--- src/rtl/approx_error_monitor_pkg.sv ---
// rtl/approx_error_monitor_pkg.sv - shared state enum, drain length and width helpers
package approx_error_monitor_pkg;

  typedef enum logic [1:0] {
    ST_IDLE,
    ST_SWEEP,
    ST_DRAIN,
    ST_DONE
  } state_t;

  localparam int DRAIN_CYCLES = 2;

  function automatic int err_w(input int out_w);
    return out_w;
  endfunction

  // Wide enough for (2**out_w - 1) * 2**n_in
  function automatic int sum_w(input int n_in, input int out_w);
    return out_w + n_in;
  endfunction

  function automatic int cnt_w(input int n_in);
    return n_in + 1;
  endfunction

endpackage

--- src/rtl/abs_err_unit.sv ---
// rtl/abs_err_unit.sv - unsigned |exact - approx| and strict threshold compare
module abs_err_unit #(
  parameter int          OUT_W = 3,
  parameter int unsigned ET    = 4
) (
  input  logic [OUT_W-1:0] exact,
  input  logic [OUT_W-1:0] approx,
  output logic [OUT_W-1:0] err,
  output logic             viol
);

  always_comb begin
    err = (exact >= approx) ? (exact - approx) : (approx - exact);
  end

  // err equal to ET is still acceptable
  assign viol = (32'(err) > ET);

endmodule

--- src/rtl/approx_error_monitor.sv ---
// rtl/approx_error_monitor.sv - exhaustive sweep driver and error accumulator for an approximate circuit
module approx_error_monitor
  import approx_error_monitor_pkg::*;
#(
  parameter int          N_IN  = 4,
  parameter int          OUT_W = 3,
  parameter int unsigned ET    = 4
) (
  input  logic                             clk,
  input  logic                             rst,
  input  logic                             start_i,
  input  logic                             hold_i,
  output logic [N_IN-1:0]                  stim_o,
  output logic                             stim_valid_o,
  input  logic [OUT_W-1:0]                 exact_i,
  input  logic [OUT_W-1:0]                 approx_i,
  output logic                             busy_o,
  output logic                             done_o,
  output logic [err_w(OUT_W)-1:0]          max_err_o,
  output logic [sum_w(N_IN, OUT_W)-1:0]    sum_err_o,
  output logic [cnt_w(N_IN)-1:0]           viol_cnt_o,
  output logic [N_IN-1:0]                  first_viol_o,
  output logic                             pass_o
);

  localparam int SUM_W = sum_w(N_IN, OUT_W);
  localparam logic [N_IN-1:0] STIM_LAST = {N_IN{1'b1}};
  localparam logic [1:0] DRAIN_LAST = 2'(DRAIN_CYCLES - 1);

  state_t             state;
  logic [1:0]         drain_cnt;
  logic               s1_valid;
  logic [OUT_W-1:0]   s1_exact;
  logic [OUT_W-1:0]   s1_approx;
  logic [N_IN-1:0]    s1_stim;
  logic [OUT_W-1:0]   s2_err;
  logic               s2_viol;

  abs_err_unit #(
    .OUT_W (OUT_W),
    .ET    (ET)
  ) u_abs_err (
    .exact  (s1_exact),
    .approx (s1_approx),
    .err    (s2_err),
    .viol   (s2_viol)
  );

  assign stim_valid_o = (state == ST_SWEEP) && !hold_i;
  assign busy_o       = (state == ST_SWEEP) || (state == ST_DRAIN);
  assign pass_o       = done_o && (viol_cnt_o == '0);

  always_ff @(posedge clk) begin
    if (rst) begin
      state        <= ST_IDLE;
      drain_cnt    <= '0;
      stim_o       <= '0;
      s1_valid     <= 1'b0;
      s1_exact     <= '0;
      s1_approx    <= '0;
      s1_stim      <= '0;
      done_o       <= 1'b0;
      max_err_o    <= '0;
      sum_err_o    <= '0;
      viol_cnt_o   <= '0;
      first_viol_o <= '0;
    end else begin
      case (state)
        ST_IDLE, ST_DONE: begin
          if (start_i) begin
            state        <= ST_SWEEP;
            stim_o       <= '0;
            s1_valid     <= 1'b0;
            done_o       <= 1'b0;
            max_err_o    <= '0;
            sum_err_o    <= '0;
            viol_cnt_o   <= '0;
            first_viol_o <= '0;
          end
        end
        ST_SWEEP: begin
          s1_valid <= !hold_i;
          if (!hold_i) begin
            s1_exact  <= exact_i;
            s1_approx <= approx_i;
            s1_stim   <= stim_o;
            // The last vector parks stim_o rather than wrapping to zero
            if (stim_o == STIM_LAST) begin
              state     <= ST_DRAIN;
              drain_cnt <= '0;
            end else begin
              stim_o <= stim_o + 1'b1;
            end
          end
        end
        ST_DRAIN: begin
          s1_valid <= 1'b0;
          if (drain_cnt == DRAIN_LAST) begin
            state  <= ST_DONE;
            done_o <= 1'b1;
          end else begin
            drain_cnt <= drain_cnt + 1'b1;
          end
        end
        default: state <= ST_IDLE;
      endcase

      if (s1_valid) begin
        if (s2_err > max_err_o) begin
          max_err_o <= s2_err;
        end
        sum_err_o <= sum_err_o + SUM_W'(s2_err);
        if (s2_viol) begin
          viol_cnt_o <= viol_cnt_o + 1'b1;
          if (viol_cnt_o == '0) begin
            first_viol_o <= s1_stim;
          end
        end
      end
    end
  end

endmodule
--- config.mk ---
export PLATFORM = sky130hd
export DESIGN_NAME = approx_error_monitor
export DESIGN_NICKNAME = d
export VERILOG_FILES = /design/src/rtl/approx_error_monitor_pkg.sv /design/src/rtl/abs_err_unit.sv /design/src/rtl/approx_error_monitor.sv
export SDC_FILE = /design/constraint.sdc
export NUM_CORES = 1
export LEC_CHECK = 0
export CAP_MARGIN = 20
export CORE_MARGIN = 1.5
export CORE_UTILIZATION = 57
export DETAILED_ROUTE_END_ITERATION = 8
export GPL_ROUTABILITY_DRIVEN = 0
export PLACE_DENSITY = 0.87
export REMOVE_ABC_BUFFERS = 1
export SLEW_MARGIN = 30
export SYNTH_ARGS = -nofsm -noshare
export SYNTH_HDL_FRONTEND = slang
export SYNTH_SLANG_ARGS = --single-unit
export TNS_END_PERCENT = 1
--- constraint.sdc ---
create_clock -name clk -period 4 [get_ports clk]
set_input_delay 0.8 -clock clk [delete_from_list [all_inputs] [get_ports clk]]
set_output_delay 0.8 -clock clk [all_outputs]
set_load 0.02 [all_outputs]
==> results.md <==
- Bufs on Longest Clock Path: 2
- Kind of start point of the critical path: input pin
- Clock Tree Root: sky130_fd_sc_hd__clkbuf_8
- Cells traversed along the worst timing path: clkdlybuf4s50_1 > nand2b_1 > inv_1 > clkdlybuf4s50_1
- Count of max-cap constraint violations: 0
- Number of clock sinks seen by CTS: 39
- Share of synthesized area occupied by flip-flops and latches: 35.7%
- Hold WC Path Type: reg -> reg
- Post-detailed-placement cell area: 2580 um2
- Largest net degree at the start of global routing: 36
- Area of the placeable core: 3660 um2
- Number of diodes added for antenna fixing: 0
- Portion of the clock cycle consumed by the worst path in the final layout: 79.1%
- Unique cell type count in the Yosys netlist: 38
- Max-slew headroom at the worst pin: 50.8%
- Net switching power figure: 0.475 mW
- Dominant cell type by count on the critical path: sky130_fd_sc_hd__clkdlybuf4s50_1
- Cts bufs inserted: 5
- Leak Pwr: 1.05 nW
- Endpoint of the worst-slack reg-to-reg timing path: max_err_o[0]
- Hold Violations, Final: 0
- Internal power of the cells: 0.854 mW
- Crit Path Category: in -> out
- Largest cells by area after synthesis: sky130_fd_sc_hd__dfxtp_1 (36%), sky130_fd_sc_hd__ha_1 (11%), sky130_fd_sc_hd__a21oi_1 (6.9%), sky130_fd_sc_hd__nand2_1 (6.7%), sky130_fd_sc_hd__inv_1 (4.0%)
- Fmax achieved: 0.316 GHz
- Clock slew at the register clock pins of the worst setup and hold paths: 0.08 ns
- H-tree depth: 2
- Sum of negative setup slack: 0 ns
- Area added between synthesis and finish: 24.6%
- Number of DRC violations after detailed routing: 0
- Req. time, crit path: 3.20 ns
- Detailed-placement wirelength estimate: 3320 um
- Largest area contributor in the synthesized netlist: sky130_fd_sc_hd__dfxtp_1
- Number of antenna violations at the first check in global routing: 0
- Clock tree from TritonCTS: yes
- Nets: 338
- Power share of the sequential group: 34.0%
- Vias in the first global route: 1860
- Critical path capture point type: primary output
- Finished layout cell area: 2720 um2
- Count of filler cells inserted in the layout: 281
- Worst reg2reg startpoint: s1_exact[0]
- Number of port buffers: 36
- Register-to-Register Path Depth: 13
- Vertical die dimension: 64.9 um
- Worst-skew pair later-pin latency: 0.30 ns
- Initial core utilization: 59.7%
- Number of warnings issued by yosys: 0
- Fraction of layout cells with a size suffix above 1: 6.19%
- Average size of a mapped cell: 8.06 um2
- RSZ-0062 raised after global routing: no
- Number of buffers added for setup after CTS: 0
- Final critical-path required period: 3.17 ns
- Total power: 1.33 mW
- Instance count along the most critical hold path: 2
- Vias per std cell: 5.60
- Cells resized by post-CTS repair: 0
- Overall die width: 64.9 um
- Summed instance area of the synthesized netlist: 2180 um2
- Pins over their slew limit: 0
- Boundary Pins: 37
- Setup Skew: 0.00445 ns
- Wire length of the first global-routing pass: 8140 um
- Power Dens Cells: 488 nW/um2
- Critical path's largest stage delay: 0.68 ns
- Cell count after synthesis: 271
- Gr ovfl total: 0
- Full die area: 4210 um2
- Cell with the largest stage delay on the worst path: sky130_fd_sc_hd__clkdlybuf4s50_1
- GRT Resource Usage Total: 24.7%
- Hold slack: 0.463 ns
- Outcome: finished, final reports clean
- Area fraction of the dominant cell type after synthesis: 35.7%
- Switching share of total power: 35.7%
- Hold-fix buffers at CTS: 0
- Standard-cell row count: 22
- Number of nets still failing antenna checks after routing: 0
- DRT Wirelength: 4680 um
- Worst-margin pin slew: 0.733 ns
- Clock Power Share: 29.5%
- Worst Hold Launch: s1_stim[0]
- Setup slack of the most critical reg-to-reg path: 1.13 ns
- Worst vdd ir: 0.000316 V
- Final-report setup violation count: 0
- Flop and latch count out of synthesis: 39
- Detailed-routing iteration count for the pre-antenna-repair pass: 4
- Overall via count from detail_route: 1988
- Worst endpoint data arrival time: 2.37 ns
- Wirelength per Cell: 13.2 um
- Hold path endpoint: s1_stim[0]
- Peak fanout along the critical path: 11
- Initial drt markers: 74
- Part of the total power dissipated in combinational logic: 36.5%
[how the worst max path moves through the flow]
stage | start | endpoint | slack, ns
CTS | hold_i | stim_valid_o | 0.81
floorplan | s1_exact[0] | sum_err_o[6] | 1.40
global route | hold_i | stim_valid_o | 0.73
finish | hold_i | stim_valid_o | 0.83
detailed placement | hold_i | stim_valid_o | 0.84
global placement | hold_i | stim_valid_o | 0.88
[cell families after synthesis]
group	synth area share, %
buffers and inverters	5.90
DFF	35.7
AOI/OAI and AO/OA	19.6
adders and majority gates	13.6
and+or+nand+nor	22.0
muxes	1.49
xor gates and xnor gates	1.60
[power by group through the flow]
stage | combinational [mW] | sequential, mW | clock [mW]
after floorplan | 0.337 | 0.458 | 0
after global placement | 0.461 | 0.457 | 0
after detailed placement | 0.478 | 0.460 | 0
after CTS | 0.484 | 0.451 | 0.397
after global routing | 0.548 | 0.457 | 0.420
final | 0.485 | 0.451 | 0.393
[metrics by stage]
step	instances	utilization (%)	worst slack [ns]
floorplan	260	-	1.40
detailed placement	347	70.6	0.839
global route	355	74.3	0.730
finish	355	74.3	0.835
global placement	347	70.6	0.875
CTS	355	74.3	0.813
[Yosys cell counts]
cell	instances
sky130_fd_sc_hd__xor2_1	3
sky130_fd_sc_hd__xnor2_1	1
sky130_fd_sc_hd__a21oi_1	30
sky130_fd_sc_hd__nand2_1	39
sky130_fd_sc_hd__nor2b_1	4
sky130_fd_sc_hd__o211ai_1	5
sky130_fd_sc_hd__nand2b_1	4
sky130_fd_sc_hd__inv_1	23
sky130_fd_sc_hd__a31o_2	5
sky130_fd_sc_hd__and2_1	3
sky130_fd_sc_hd__a21o_1	2
sky130_fd_sc_hd__and3_1	2
sky130_fd_sc_hd__buf_2	1
sky130_fd_sc_hd__fa_1	3
sky130_fd_sc_hd__mux2_2	2
sky130_fd_sc_hd__a2bb2oi_1	1
sky130_fd_sc_hd__nand4_1	3
sky130_fd_sc_hd__nor3_1	5
sky130_fd_sc_hd__a41oi_1	1
sky130_fd_sc_hd__a211o_1	1
sky130_fd_sc_hd__a211oi_1	3
sky130_fd_sc_hd__o31ai_1	1
sky130_fd_sc_hd__o211a_4	1
sky130_fd_sc_hd__o21a_1	2
sky130_fd_sc_hd__o21ai_0	8
sky130_fd_sc_hd__nand3b_1	3
sky130_fd_sc_hd__or4_1	2
sky130_fd_sc_hd__nand3_1	10
sky130_fd_sc_hd__clkbuf_1	10
sky130_fd_sc_hd__mux2i_1	1
sky130_fd_sc_hd__a31oi_1	7
sky130_fd_sc_hd__or3_1	2
sky130_fd_sc_hd__nor2_1	20
sky130_fd_sc_hd__ha_1	19
sky130_fd_sc_hd__nand4b_1	3
sky130_fd_sc_hd__o2111ai_1	1
sky130_fd_sc_hd__nor4b_1	1
sky130_fd_sc_hd__dfxtp_1	39
[metal layers]
layer | part of all wire (%) | vias up | global-route usage (%)
met2 | 48 | 42 | 43.3
met1 | 47 | 932 | 29.7
met3 | 3.5 | 6 | 4.69
li1 | - | 1008 | -
met4 | 1.2 | 0 | 9.04
met5 | 0 | - | 0
[cell usage in the layout, fill, tap and decap left out, types with 4 or more instances in the layout]
master	count
sky130_fd_sc_hd__nor3_1	5
sky130_fd_sc_hd__o211ai_1	5
sky130_fd_sc_hd__clkdlybuf4s50_1	36
sky130_fd_sc_hd__a21oi_1	30
sky130_fd_sc_hd__a31o_2	5
sky130_fd_sc_hd__clkbuf_8	5
sky130_fd_sc_hd__ha_1	19
sky130_fd_sc_hd__inv_1	23
sky130_fd_sc_hd__nand3_1	10
sky130_fd_sc_hd__o21ai_0	8
sky130_fd_sc_hd__nor2_1	20
sky130_fd_sc_hd__nand2b_1	4
sky130_fd_sc_hd__nand2_1	39
sky130_fd_sc_hd__dfxtp_1	39
sky130_fd_sc_hd__nor2b_1	4
sky130_fd_sc_hd__a31oi_1	7
[layout make-up]
class	instances	area, um2	share of cell area [%]
multi-input cells	198	1270	46.9
clock inverters	3	67.6	2.48
repair buffers	39	383	14.1
inverters	23	86.3	3.17
clock buffers	5	68.8	2.53
well taps	48	60.1	2.21
flip-flops and latches	39	781	28.7
[state kept, by name (all words and copies together), names as in the netlist]
signal        cells
state             2
done_o            1
sum_err_o         7
stim_o            4
max_err_o         3
s1_stim           4
drain_cnt         2
viol_cnt_o        5
s1_exact          3
s1_approx         3
s1_valid          1
first_viol_o      4
[critical path, delay by kind of cell]
kind          cells  cell delay, ns
buf+inv           3            1.39
simple gates      1            0.17
(Power assumes the default switching activity.)
